==> src/rtl/shift_seq_pkg.sv <==
// Shared types and helpers for the sequential shift register.
//   mode_e     : 3-bit operation code carried on the mode input
//   state_e    : sequencing FSM states
//   amt_clamp  : limits a requested step count to the register width
package shift_seq_pkg;

   typedef enum logic [2:0] {
      LOAD = 3'b000,
      SHL  = 3'b001,
      SHR  = 3'b010,
      SAR  = 3'b011,
      ROL  = 3'b100,
      ROR  = 3'b101,
      SLS  = 3'b110,
      SRS  = 3'b111
   } mode_e;

   typedef enum logic [1:0] {
      IDLE = 2'd0,
      RUN  = 2'd1,
      DONE = 2'd2
   } state_e;

   // More than width steps never changes the outcome of a shift beyond
   // all-fill, and a full rotation restores the word, so width is the cap.
   function automatic int amt_clamp(input int amount, input int width);
      return (amount > width) ? width : amount;
   endfunction

endpackage

==> src/rtl/shift_reg_seq_if.sv <==
// Handshake and data bundle for shift_reg_seq.
//   master : requester side (drives enable/start/mode/amount/data_in/serial_in)
//   slave  : shifter side (drives data_out/serial_out/busy/done)
interface shift_reg_seq_if #(
   parameter int WIDTH = 8,
   parameter int AMT_W = $clog2(WIDTH + 1)
);
   logic             enable;
   logic             start;
   logic [2:0]       mode;
   logic [AMT_W-1:0] amount;
   logic [WIDTH-1:0] data_in;
   logic             serial_in;
   logic [WIDTH-1:0] data_out;
   logic             serial_out;
   logic             busy;
   logic             done;

   modport master (
      output enable, start, mode, amount, data_in, serial_in,
      input  data_out, serial_out, busy, done
   );

   modport slave (
      input  enable, start, mode, amount, data_in, serial_in,
      output data_out, serial_out, busy, done
   );
endinterface

==> src/rtl/shift_step_unit.sv <==
// Combinational single-bit step of a shift or rotate.
//   word      : current register contents
//   mode      : operation code (LOAD passes the word through, spill 0)
//   serial_in : fill bit for SLS/SRS
//   next_word : word after one step
//   spill     : bit moved out (MSB for left ops, LSB for right ops)
module shift_step_unit
   import shift_seq_pkg::*;
#(
   parameter int WIDTH = 8
) (
   input  logic [WIDTH-1:0] word,
   input  mode_e            mode,
   input  logic             serial_in,
   output logic [WIDTH-1:0] next_word,
   output logic             spill
);

   always_comb begin
      next_word = word;
      spill     = 1'b0;
      case (mode)
         SHL: begin
            next_word = {word[WIDTH-2:0], 1'b0};
            spill     = word[WIDTH-1];
         end
         SHR: begin
            next_word = {1'b0, word[WIDTH-1:1]};
            spill     = word[0];
         end
         SAR: begin
            next_word = {word[WIDTH-1], word[WIDTH-1:1]};
            spill     = word[0];
         end
         ROL: begin
            next_word = {word[WIDTH-2:0], word[WIDTH-1]};
            spill     = word[WIDTH-1];
         end
         ROR: begin
            next_word = {word[0], word[WIDTH-1:1]};
            spill     = word[0];
         end
         SLS: begin
            next_word = {word[WIDTH-2:0], serial_in};
            spill     = word[WIDTH-1];
         end
         SRS: begin
            next_word = {serial_in, word[WIDTH-1:1]};
            spill     = word[0];
         end
         default: begin
            next_word = word;
            spill     = 1'b0;
         end
      endcase
   end

endmodule

==> src/rtl/shift_reg_seq.sv <==
// Sequential WIDTH-bit shift/rotate register with start/busy/done handshake.
// A request is accepted in IDLE; LOAD completes immediately, other modes
// perform min(amount, WIDTH) single-bit steps, one per cycle with enable high.
//   clk   : rising-edge clock
//   reset : synchronous active-low reset, clears all state
//   bus   : slave side of shift_reg_seq_if (request inputs, data/status outputs)
module shift_reg_seq
   import shift_seq_pkg::*;
#(
   parameter int WIDTH = 8,
   parameter int AMT_W = $clog2(WIDTH + 1)
) (
   input  logic         clk,
   input  logic         reset,
   shift_reg_seq_if.slave bus
);

   state_e           state_q, state_d;
   mode_e            mode_q,  mode_d;
   logic [AMT_W-1:0] count_q, count_d;
   logic [WIDTH-1:0] data_q,  data_d;
   logic             sout_q,  sout_d;

   logic [WIDTH-1:0] step_word;
   logic             step_spill;
   int               req_steps;

   shift_step_unit #(.WIDTH(WIDTH)) u_step (
      .word      (data_q),
      .mode      (mode_q),
      .serial_in (bus.serial_in),
      .next_word (step_word),
      .spill     (step_spill)
   );

   assign req_steps = amt_clamp(int'(bus.amount), WIDTH);

   always_comb begin
      state_d = state_q;
      mode_d  = mode_q;
      count_d = count_q;
      data_d  = data_q;
      sout_d  = sout_q;
      case (state_q)
         IDLE: begin
            // Acceptance does not depend on enable.
            if (bus.start) begin
               if (mode_e'(bus.mode) == LOAD) begin
                  data_d  = bus.data_in;
                  sout_d  = 1'b0;
                  state_d = DONE;
               end else begin
                  mode_d  = mode_e'(bus.mode);
                  count_d = AMT_W'(req_steps);
                  state_d = (req_steps == 0) ? DONE : RUN;
               end
            end
         end
         RUN: begin
            if (bus.enable) begin
               data_d  = step_word;
               sout_d  = step_spill;
               count_d = count_q - AMT_W'(1);
               if (count_q == AMT_W'(1)) begin
                  state_d = DONE;
               end
            end
         end
         DONE: begin
            state_d = IDLE;
         end
         default: begin
            state_d = IDLE;
         end
      endcase
   end

   always_ff @(posedge clk) begin
      if (!reset) begin
         state_q <= IDLE;
         mode_q  <= LOAD;
         count_q <= '0;
         data_q  <= '0;
         sout_q  <= 1'b0;
      end else begin
         state_q <= state_d;
         mode_q  <= mode_d;
         count_q <= count_d;
         data_q  <= data_d;
         sout_q  <= sout_d;
      end
   end

   assign bus.data_out   = data_q;
   assign bus.serial_out = sout_q;
   assign bus.busy       = (state_q != IDLE);
   assign bus.done       = (state_q == DONE);

endmodule

==> src/flat_wrapper.sv <==
// flat-port wrapper written by rule: the top's interface ports become plain ports
module shift_reg_seq_flat import shift_seq_pkg::*;
#(
   parameter int WIDTH = 8,
   parameter int AMT_W = $clog2(WIDTH + 1)
)
  (clk, reset, bus_enable, bus_start, bus_mode, bus_amount, bus_data_in, bus_serial_in, bus_data_out, bus_serial_out, bus_busy, bus_done);
  shift_reg_seq_if #(.WIDTH(WIDTH), .AMT_W(AMT_W)) bus_i ();
  input  logic clk;
  input  logic reset;
  input wire logic [$bits(bus_i.enable)-1:0] bus_enable;
  input wire logic [$bits(bus_i.start)-1:0] bus_start;
  input wire logic [$bits(bus_i.mode)-1:0] bus_mode;
  input wire logic [$bits(bus_i.amount)-1:0] bus_amount;
  input wire logic [$bits(bus_i.data_in)-1:0] bus_data_in;
  input wire logic [$bits(bus_i.serial_in)-1:0] bus_serial_in;
  output wire logic [$bits(bus_i.data_out)-1:0] bus_data_out;
  output wire logic [$bits(bus_i.serial_out)-1:0] bus_serial_out;
  output wire logic [$bits(bus_i.busy)-1:0] bus_busy;
  output wire logic [$bits(bus_i.done)-1:0] bus_done;
  assign bus_i.enable = bus_enable;
  assign bus_i.start = bus_start;
  assign bus_i.mode = bus_mode;
  assign bus_i.amount = bus_amount;
  assign bus_i.data_in = bus_data_in;
  assign bus_i.serial_in = bus_serial_in;
  assign bus_data_out = bus_i.data_out;
  assign bus_serial_out = bus_i.serial_out;
  assign bus_busy = bus_i.busy;
  assign bus_done = bus_i.done;
  shift_reg_seq #(.WIDTH(WIDTH), .AMT_W(AMT_W)) u_core (.clk(clk), .reset(reset), .bus(bus_i));
endmodule
==> config.mk <==
export PLATFORM = sky130hd
export DESIGN_NAME = shift_reg_seq_flat
export DESIGN_NICKNAME = d
export VERILOG_FILES = /design/src/rtl/shift_seq_pkg.sv /design/src/rtl/shift_reg_seq_if.sv /design/src/rtl/shift_step_unit.sv /design/src/rtl/shift_reg_seq.sv /design/src/flat_wrapper.sv
export SDC_FILE = /design/constraint.sdc
export NUM_CORES = 1
export LEC_CHECK = 0
export ABC_AREA = 1
export BUFFER_PORTS_ARGS = -buffer_cell sky130_fd_sc_hd__buf_2
export CORE_UTILIZATION = 50
export CTS_CLUSTER_SIZE = 24
export DETAILED_ROUTE_END_ITERATION = 16
export PLACE_DENSITY_LB_ADDON = 0.3
export SYNTH_ARGS = -nofsm -noshare
export SYNTH_HDL_FRONTEND = slang
export SYNTH_SLANG_ARGS = --single-unit
==> constraint.sdc <==
create_clock -name clk -period 1.5 [get_ports clk]
set_input_delay 0.3 -clock clk [delete_from_list [all_inputs] [get_ports clk]]
set_output_delay 0.3 -clock clk [all_outputs]
set_load 0.005 [all_outputs]
### Yosys cells after proc, flatten, opt, wreduce, memory -nomap -nowiden

Index checks and enable logic that the tools add are counted.

| word-level totals | value |
|---|---|
| output and inout bits | 11 |
| bits in registers | 18 |
| bits of input ports | 20 |
| word-level logic and storage cells | 61 |

| operators by class | value |
|---|---|
| muxes and demuxes | 21 |
| $lt $le $gt $ge | 1 |
| bitwise logic cells | 1 |
| add/sub/neg operators | 1 |
| reductions and logical operators | 13 |
| eq/ne operators | 18 |

Operators by type and width:

| operator | count |
|---|---|
| 8-bit case mux with 7 select lines | 1 |
| 32-bit zero test | 1 |
| 8-bit two-way mux | 3 |
| 4-bit two-way mux | 4 |
| 8-bit case mux with 2 select lines | 1 |
| 3-bit equality test (second input constant) | 4 |
| 2-bit two-way mux | 5 |
| 2-bit != test (second input constant) | 4 |
| 8-bit != test (second input constant) | 1 |
| 4-bit case mux with 2 select lines | 1 |
| 4-bit AND reduction | 2 |
| 7-bit != test (second input constant) | 1 |
| 3-bit by 2-bit equality test with 1-bit output (second input constant) | 2 |
| 3-bit AND reduction | 2 |
| 6-bit AND reduction | 1 |
| 5-bit AND reduction | 1 |
| 4-bit by 1-bit equality test with 1-bit output (second input constant) | 1 |
| 4-bit > comparator (second input constant) | 1 |
| 2-bit by 1-bit != test with 1-bit output (second input constant) | 2 |
| 1-bit case mux with 2 select lines | 2 |
| 2-bit case mux with 2 select lines | 1 |
| 2-bit nonzero test | 2 |
| 4-bit OR reduction | 1 |
| 4-bit by 1-bit subtractor with 4-bit output (second input constant) | 1 |
| 8 further kinds | 10 |

### Logic depth before layout (Yosys ltp)

| depth | value |
|---|---|
| depth after elaboration | 7 |
| depth in mapped cells | 9 |
| depth with buffers taken out | 8 |

### Modules after synthesis

From an unflattened synthesis, not the netlist that was laid out.

| second synthesis, totals | value |
|---|---|
| cells, all modules | 224 |
| area, all modules | 1385.1 µm² |

Modules (own cells, without submodules):

| module | area an instance (µm²) | times used | cells an instance |
|---|---|---|---|
| shift_reg_seq | 962.2 | 1 | 144 |
| shift_step_unit | 422.9 | 1 | 80 |

### Worst setup path after synthesis

OpenSTA, ideal clock, no wires.

| path | value |
|---|---|
| path type | register to register |
| start point | register u_core.state_q[0] |
| end point | register u_core.state_q[0] |
| cell stages (with the launch flop) | 9 |
| library setup time | 0.115 ns |
| setup slack | 0.365 ns |
| data arrival time | 1.019 ns |
| path through | dfxtp_1 > nand2_1 > inv_2 > buf_6 > nand2_1 > nand2_1 > nor2_1 > o21ai_0 > inv_1 |

| on the way | value |
|---|---|
| longest elaborated chain between the ends | 3 |
| elaborated cells on any way between the ends | 7 |

Ends and longest elaborated chain:

| element | line | source |
|---|---|---|
| from (decl) | shift_reg_seq.sv:18 | `state_e state_q, state_d;` |
| from (signal assigned) | shift_reg_seq.sv:86 | `state_q <= state_d;` |
| 2-bit by 1-bit equality test with 1-bit output / 2-bit zero test (equally long branches) | shift_reg_seq.sv:44 | `case (state_q)` |
| 2-bit by 1-bit != test with 1-bit output (no source line) / 2-bit != test (equally long branches) | -- |  |
| 3-bit AND reduction (no source line) | -- |  |

Several ways; a longest one is shown, not always the timed one.
A chain may end at the register's enable or synchronous reset.

### Final worst setup path

| path | value |
|---|---|
| start point | register u_core.state_q[0] |
| end point | register u_core.data_q[2], in the netlist u_core.bus.data_out[2] |

| on the way | value |
|---|---|
| longest elaborated chain between the ends | 3 |
| elaborated cells on any way between the ends | 9 |

Ends and longest elaborated chain:

| element | line | source |
|---|---|---|
| 2-bit by 1-bit equality test with 1-bit output / 2-bit zero test (equally long branches) | shift_reg_seq.sv:44 |  |
| 8-bit != test (no source line) (tied with other cells) | -- |  |
| 5-bit AND reduction (no source line) | -- |  |
| to (signal assigned) | shift_reg_seq.sv:89 | `data_q <= data_d;` |
| to (decl) | shift_reg_seq.sv:21 | `logic [WIDTH-1:0] data_q, data_d;` |

Several ways; a longest one is shown, not always the timed one.

==> results_dict.tcl <==
set metrics [dict create \
    syn-cell-area_um2 1170 \
    worstReg2RegEnd "u_core.bus.data_out[2]$_SDFFE_PN0P_" \
    clock_sinks 18 \
    setup_tns_ns 0 \
    antenna_found_initial 0 \
    portBuffers 30 \
    worstHoldStart "bus_mode[0]" \
    dp_hpwl_um 1950 \
    hold_class "in2reg" \
    synth_cell_types 19 \
    hold_viol 0 \
    io_pins 31 \
    max_freq_mhz 753 \
    area_delta_synth_final_pct 17.8 \
    gp_congestion 0.826 \
    drt_iter0_drc 30 \
    skew_ns 0.00311 \
    layout_min_cycle_time_ns 1.33 \
    clockBufferDepth 2 \
    rsz0062_at_grt "false" \
    hold_depth 3 \
    std_cell_rows 17 \
    grt-ovfl-total 0 \
    synth_nets 226 \
    grt_pass1_vias 1003 \
    num_antenna_cells 0 \
    worstPathRequired_ns 1.70 \
    fp.dieH_um 50.3 \
    avgSynthCellArea_um2 5.73 \
    dieArea_um2 2530 \
    chipWidth_um 50.3 \
    critPathLaunchType "flip-flop" \
    wl_per_cell_um 9.48 \
    arrival_ns 1.53 \
    nNetsFinal 259 \
    drt.antenna.violating_nets 0 \
    pwr_density_cell_nw_per_um2 1560 \
    ff2ff_setup_slack_ns 0.17 \
    drcViolationCount 2 \
    peakVddDrop_mv 0.885 \
    timing.rr.start "u_core.state_q[0]$_SDFFE_PN0P_" \
    path_class "reg2reg" \
    maxCapViolCount 0 \
    worst_setup_path_end_kind "flip-flop" \
    path_max_fanout 14 \
    grt_pass1_wl_um 4260 \
    finalWorstSetupSlack_ns 0.171 \
    post-cts-setup-buffers 0 \
    synth_warnings 0 \
    cts_tree "yes" \
    leakage_nw 0.798 \
    insertion_delay_ns 0.30 \
    viasPerCell 4.79 \
    final_max_slew_viol_count 0 \
    start_util_pct 52.8 \
    cts_made_buffers 3 \
    preCtsSetupSlack_ns 0.169 \
    ys_seq_area_share_pct 30.8 \
    rr_worst_depth 7 \
    grt_max_degree 18 \
    cts-htree-levels 1 \
    period_share_pct 88.6 \
    setup_viol 0 \
    clockRootBuffer "clkbuf_4" \
    min_to "u_core.mode_q[0]$_SDFFE_PN0P_" \
    outcome "finished, violations left" \
    ys_ff_latch 18 \
    wl_um 2500 \
    synth_cells 204 \
    violations "DRC" \
    num_vias 1264 \
    tightestPinTransition_ns 0.299 \
    max-slew-margin-rel_pct 80.1 \
    clk_pin_slew_ns 0.10 \
    core_um2 2210 \
    drive_gt1_share_pct 17.8 \
    first_pass_iters 10 \
    track_usage_pct 22.3 \
]
[Yosys cell counts]
cell type,n,area [um2]
nand2_1,66,248
nor2_1,36,135
inv_1,28,105
nand3_1,25,125
dfxtp_1,18,360
o21ai_0,9,45.0
a21oi_1,7,35.0
buf_6,2,22.5
ha_1,2,25.0
o22ai_1,2,12.5
buf_2,1,5.00
clkbuf_1,1,3.75
inv_2,1,3.75
nand2_2,1,6.26
nand3_2,1,10.0
nand4_1,1,6.26
nor2_2,1,6.26
o21bai_1,1,7.51
or2_2,1,6.26
[report_power, final]
group	internal, mW	switching [mW]
clock network	0.148	0.154
registers	0.610	0.105
logic	0.426	0.703
total	1.18	0.962
[cell families (layout without fill, tap and decap cells)]
logic type / Yosys count / in the layout / synth area share, %
simple gates: 132 / 132 / 46.5
flops: 18 / 18 / 30.8
compound gates: 19 / 19 / 8.56
fa+ha+maj: 2 / 2 / 2.14
buf+inv: 33 / 65 / 12.0
[what timing repair did]
action / in CTS / in global routing
hold buffers: 0 / 0
gates resized for setup: 0 / 1
setup endpoints to repair: 0 / 3
[registers in the layout, indices dropped and copies added (netlist names)]
signal	count
u_core.bus.serial_out	1
u_core.mode_q	3
u_core.state_q	2
u_core.count_q	4
u_core.bus.data_out	8
[worst max path at each step]
stage	startpoint	to	slack [ns]	cells after the start
global route	u_core.state_q[0]$_SDFFE_PN0P_	u_core.bus.data_out[1]$_SDFFE_PN0P_	0.001	7
finish	u_core.state_q[0]$_SDFFE_PN0P_	u_core.bus.data_out[2]$_SDFFE_PN0P_	0.17	7
global placement	u_core.mode_q[2]$_SDFFE_PN0P_	u_core.bus.data_out[1]$_SDFFE_PN0P_	0.19	8
detailed placement	bus_mode[1]	u_core.bus.data_out[4]$_SDFFE_PN0P_	0.17	7
floorplan	u_core.state_q[0]$_SDFFE_PN0P_	u_core.state_q[0]$_SDFFE_PN0P_	0.37	8
CTS	u_core.mode_q[2]$_SDFFE_PN0P_	u_core.bus.data_out[2]$_SDFFE_PN0P_	0.14	8
[per-layer routing]
metal  track usage [%]  routed length (um)
met4              11.6                  48
met1              29.2                1200
met2              35.6                1160
met3              2.73                  96
met5                 0                   0
[layout make-up]
type | instances | area [um2]
multi-input cells | 153 | 671
flip-flops and latches | 18 | 360
well taps | 28 | 35.0
fillers | 245 | 836
clock buffers | 4 | 36.3
inverters | 29 | 109
repair buffers | 32 | 165
[placed cells by master (no fill, tap or decap), drive strengths merged]
cell    count
nand2      67
nor2       37
buf        32
inv        29
nand3      26
dfxtp      18
o21ai       9
a21oi       7
clkbuf      4
o22ai       2
ha          2
o21bai      1
nand4       1
or2         1
[metrics by stage]
stage | util, % | hold WS [ns] | area (um2) | std cells | total power, mW
6_report | 62.2 | 0.295 | 1380 | 264 | 2.15
3_5_place_dp | 60.5 | 0.452 | 1340 | 260 | 1.85
3_3_place_gp | 60.5 | 0.463 | 1340 | 260 | 1.84
4_1_cts | 62.1 | 0.290 | 1370 | 264 | 2.16
2_1_floorplan | - | 0.432 | 1170 | 204 | 1.60
5_1_grt | 62.2 | 0.306 | 1380 | 264 | 2.38
[worst max-delay path, stage by stage (launching register included)]
cell	delay [ns]
dfxtp_1	0.42
nand2_1	0.11
inv_2	0.17
nand3_1	0.12
nand3_2	0.22
nand2_1	0.08
nand2_1	0.07
nor2_1	0.05
No activity file was read; power rests on OpenSTA's default activity.
